**config.mk**
```make
export PLATFORM = sky130hd
export DESIGN_NAME = stack_mem_port
export DESIGN_NICKNAME = d
export VERILOG_FILES = /design/src/rtl/stack_mem_port.sv
export SDC_FILE = /design/constraint.sdc
export NUM_CORES = 1
export LEC_CHECK = 0
export ABC_CLOCK_PERIOD_IN_PS = 1900
export BUFFER_PORTS_ARGS = -buffer_cell sky130_fd_sc_hd__buf_2
export CORE_MARGIN = 2
export CORE_UTILIZATION = 46
export DETAILED_ROUTE_END_ITERATION = 10
export PLACE_DENSITY_LB_ADDON = 0.25
export SYNTH_ARGS = -nofsm -noshare
export SYNTH_HDL_FRONTEND = slang
export SYNTH_SLANG_ARGS = --single-unit
export TNS_END_PERCENT = 10
```
**constraint.sdc**
```tcl
create_clock -name clk -period 1.9 [get_ports clk]
set_input_delay 0.38 -clock clk [delete_from_list [all_inputs] [get_ports clk]]
set_output_delay 0.38 -clock clk [all_outputs]
set_load 0.02 [all_outputs]
```
**src/rtl/stack_mem_port.sv**
```systemverilog
// Stack memory port: runs one push (write) or pop (read) per request on the shared data-RAM req/ack port.
// Optional macro STACK_PORT_TIMEOUT_EN adds an ack-timeout abort; by default WR/RD wait indefinitely.
module stack_mem_port #(
    parameter int unsigned DATA_W  = 16,
    parameter int unsigned TIMEOUT = 255
) (
    input  logic              clk,
    input  logic              rst,
    input  logic              req,
    input  logic [15:0]       addr,
    input  logic              is_pop,
    input  logic [DATA_W-1:0] wdata,
    input  logic              ovf_in,
    input  logic              fault_clr,
    output logic              busy,
    output logic              read_it,
    output logic [DATA_W-1:0] rdata,
    output logic [15:0]       mem_addr,
    output logic [DATA_W-1:0] mem_wdata,
    output logic              mem_we,
    output logic              mem_re,
    input  logic              mem_ack,
    input  logic [DATA_W-1:0] mem_rdata,
    output logic [1:0]        fault
);

    localparam int unsigned ADDR_W = 16;

    typedef enum logic [1:0] {
        S_IDLE,
        S_WR,
        S_RD,
        S_DONE
    } state_t;

    // The counter is 8 bits wide, so TIMEOUT must fit in 1..255.
    if (TIMEOUT < 1 || TIMEOUT > 255) begin : g_bad_timeout
        $error("stack_mem_port: TIMEOUT must be in 1..255");
    end

    state_t              state;
    state_t              state_nx;
    logic [ADDR_W-1:0]   mem_addr_nx;
    logic [DATA_W-1:0]   mem_wdata_nx;
    logic [DATA_W-1:0]   rdata_nx;
    logic [1:0]          fault_nx;
    logic                tmo_hit_c;

`ifdef STACK_PORT_TIMEOUT_EN
    localparam int unsigned CNT_W = 8;

    logic [CNT_W-1:0] tmo_cnt;
    logic [CNT_W-1:0] tmo_cnt_nx;

    // Abort fires on the cycle the count would reach TIMEOUT with no ack.
    assign tmo_hit_c = (tmo_cnt == CNT_W'(TIMEOUT - 1));

    always_comb begin
        tmo_cnt_nx = tmo_cnt;
        if (state == S_IDLE) begin
            tmo_cnt_nx = '0;
        end else if ((state == S_WR || state == S_RD) && !mem_ack) begin
            tmo_cnt_nx = tmo_cnt + CNT_W'(1);
        end
    end

    always_ff @(posedge clk or posedge rst) begin
        if (rst) begin
            tmo_cnt <= '0;
        end else begin
            tmo_cnt <= tmo_cnt_nx;
        end
    end
`else
    assign tmo_hit_c = 1'b0;
`endif

    // Next-state, captured payload and sticky fault logic.
    always_comb begin
        state_nx     = state;
        mem_addr_nx  = mem_addr;
        mem_wdata_nx = mem_wdata;
        rdata_nx     = rdata;
        fault_nx     = fault_clr ? 2'b00 : fault;

        case (state)
            S_IDLE: begin
                if (req && (is_pop || !ovf_in)) begin
                    state_nx     = is_pop ? S_RD : S_WR;
                    mem_addr_nx  = addr;
                    mem_wdata_nx = wdata;
                end
            end
            S_WR: begin
                if (mem_ack) begin
                    state_nx = S_IDLE;
                end else if (tmo_hit_c) begin
                    state_nx    = S_IDLE;
                    fault_nx[1] = 1'b1;
                end
            end
            S_RD: begin
                if (mem_ack) begin
                    state_nx = S_DONE;
                    rdata_nx = mem_rdata;
                end else if (tmo_hit_c) begin
                    state_nx    = S_IDLE;
                    fault_nx[1] = 1'b1;
                end
            end
            S_DONE: begin
                state_nx = S_IDLE;
            end
            default: begin
                state_nx = S_IDLE;
            end
        endcase

        // Requests arriving while busy are dropped and flagged.
        if (req && state != S_IDLE) begin
            fault_nx[1] = 1'b1;
        end
        if (ovf_in) begin
            fault_nx[0] = 1'b1;
        end
    end

    // State register; outputs are registered from the next state so they align with it.
    always_ff @(posedge clk or posedge rst) begin
        if (rst) begin
            state     <= S_IDLE;
            busy      <= 1'b0;
            read_it   <= 1'b0;
            mem_we    <= 1'b0;
            mem_re    <= 1'b0;
            mem_addr  <= '0;
            mem_wdata <= '0;
            rdata     <= '0;
            fault     <= 2'b00;
        end else begin
            state     <= state_nx;
            busy      <= (state_nx != S_IDLE);
            read_it   <= (state_nx == S_DONE);
            mem_we    <= (state_nx == S_WR);
            mem_re    <= (state_nx == S_RD);
            mem_addr  <= mem_addr_nx;
            mem_wdata <= mem_wdata_nx;
            rdata     <= rdata_nx;
            fault     <= fault_nx;
        end
    end

endmodule
```
==> metrics.md <==
| Metric | Value |
|---|---|
| Grt total ovfl | `0` |
| Initial Utilization | `48.0%` |
| Power Total | `5.48 mW` |
| Worst-Skew Late Latency | `300 ps` |
| Skew final | `4.05 ps` |
| Die H | `74.2 um` |
| IO Pins | `109` |
| Warnings, synthesis | `0` |
| First-pass GRT wire length | `6350 um` |
| Synth Register Bits | `56` |
| Mapped Avg Cell Area | `17.7 sq um` |
| Syn_nets | `183` |
| Via Count | `1436` |
| CTS Sinks | `56` |
| R2R depth | `4` |
| Syn Inst Count | `128` |
| Crit path launch type | `flop` |
| CORE AREA | `0.00472 sq mm` |
| Synth top cells by count | `dfrtp_1, mux2_4, mux2_2` |
| Synth cell types | `19` |
| Slew headroom | `78.6%` |
| CTS Root Cell | `clkbuf_8` |
| H-tree levels | `2` |
| Layout area overhead | `32.8%` |
| N_diodes | `0` |
| Final std cells w/o fill | `310` |
| DR DRC count | `0` |
| Top FF cell, synth | `dfrtp_1` |
| CP required | `2100 ps` |
| Tightest Hold Check Type | `input pin to async pin` |
| Longest Clk Path Bufs | `2` |
| Placed cell count | `302` |
| Hold buffers post-CTS | `0` |
| Largest net degree at the start of global routing | `57` |
| Share of layout cells above drive strength 1 | `71.2%` |
| CTS Buf Count | `5` |
| Synth async-reset ratio | `100%` |
| Iter 0 DRT Violations | `45` |
| Slew Viols, Final | `0` |
| Hpwl dp | `3080 um` |
| Fin Setup TNS | `0 ps` |
| Nets | `297` |
| Vias per inst | `4.63` |
| CTS tree | `yes` |
| Post-CTS Setup Inserts | `0` |
| Die X | `74.2 um` |
| Max Freq | `0.695 GHz` |
| Reg2reg end | `mem_addr[13]$_DFFE_PP0P_` |
| Vias in the first global route | `1426` |
| Final Hold Fails | `0` |
| Layout fillers | `380` |
| Pwr/cell area | `1820 mW/mm^2` |
| WL per Instance | `13.4 um` |
| Register area share after synthesis | `61.8%` |
| R2R Setup Slk | `460 ps` |
| RR Startpoint | `state[1]$_DFF_PP0_` |
| WHS | `114 ps` |
| ANT nets after route | `0` |
| Final period util | `75.8%` |
| Area contributors post-synth | `dfrtp_1, mux2_4, mux2_2, buf_6, nand3b_4` |
| CP max FO | `16` |
| GRT Total Usage | `15.4%` |
| # resized after CTS | `0` |
| Total length of routed wires | `4140 um` |
| GPL Wtd Cong | `0.709` |
| Clock-pin slew on the worst setup and hold paths | `100 ps` |
| Setup CP Type | `flop to flop` |
| Initial antenna violation count | `0` |
| Count leader, synth | `dfrtp_1` |
| Min Clock Period, post-route | `1440 ps` |
| CP arrival | `1640 ps` |
| RSZ-0062 raised after global routing | `false` |
| DP Worst Slack | `353 ps` |
| Max Cap Viol | `0` |
| Leading area contributor after synthesis | `dfrtp_1` |
| Area of the mapped netlist | `0.00227 sq mm` |
| Crit end category | `flop` |
| Worst Max-Slew Pin Slew | `322 ps` |
| Synth top area share | `61.8%` |
| PortBufs | `108` |
| # setup viols final | `0` |
| Worst setup margin | `460 ps` |
| VDD IR max | `0.784 mV` |
| Post-synth EDFFs | `0` |
| P_leak | `1.64 nW` |
| Drt first pass iters | `4` |
| Row Count | `25` |
| Status | `completed` |
| Die Area | `0.00550 sq mm` |
cell families (layout without fill, tap and decap cells):
group	after synthesis	in the layout	share of synthesized area (%)
flops	56	56	61.8
compound gates	5	5	1.49
simple gates	10	10	3.87
mux	49	49	30.1
buf+inv	8	123	2.65
layout by cell type, fill, tap and decap left out, drive strengths merged, types with 2 or more instances in the layout:
master / instances
buf: 111
nand3: 2
clkbuf: 5
clkinv: 2
nor2: 3
mux2: 49
dfrtp: 56
inv: 4
sequential cells by signal, indices dropped and copies added, names as in the netlist:
register   flops
busy           1
fault          2
mem_addr      16
mem_re         1
mem_wdata     16
mem_we         1
rdata         16
read_it        1
state          2
per-stage QoR:
step	util, %	cell area (sq um)
final	63.7	3010
after floorplan	-	2270
after detailed placement	61.2	2890
after global routing	63.7	3010
after global placement	61.2	2890
after CTS	63.7	3010
cell type report:
type,count,area [sq um],area share (%)
Sequential cell,56,1400,46.6
Inverter,4,15.0,0.499
Tap cell,67,83.8,2.79
Clock inverter,3,47.5,1.58
Multi-Input combinational cell,64,805,26.7
Clock buffer,5,68.8,2.29
Timing Repair Buffer,111,588,19.5
critical path: stages, from the launching register on:
cell and delay, ps:
dfrtp_1 510, nor2_4 80, nand3_4 100, buf_4 270, mux2_2 360
metal layers:
layer  wire length [um]  vias up  global-route usage (%)  part of all wire, %
li1                   -      671                       -                    -
met4                 48        0                    4.24                  1.2
met5                  0        -                       0                    0
met1               1810      699                    18.5                   44
met2               1990       60                    26.8                   48
met3                297        6                    4.88                  7.2
report_power, final:
| part | leakage [nW] | switching [mW] | internal [mW] | total (mW) |
|---|---|---|---|---|
| logic | 0.915 | 1.33 | 1.28 | 2.61 |
| clock network | 0.0583 | 0.372 | 0.397 | 0.769 |
| registers | 0.664 | 0.323 | 1.78 | 2.10 |
how the worst max path moves through the flow:
stage / start / end / cells past startpoint
after floorplan: rst / busy$_DFF_PP0_ / 1
after global placement: is_pop / mem_addr[13]$_DFFE_PP0P_ / 5
after detailed placement: is_pop / mem_addr[13]$_DFFE_PP0P_ / 5
after CTS: state[1]$_DFF_PP0_ / mem_addr[13]$_DFFE_PP0P_ / 4
after global routing: state[1]$_DFF_PP0_ / mem_addr[13]$_DFFE_PP0P_ / 4
final: state[1]$_DFF_PP0_ / mem_addr[13]$_DFFE_PP0P_ / 4
Power figures use the tool's default switching activity.
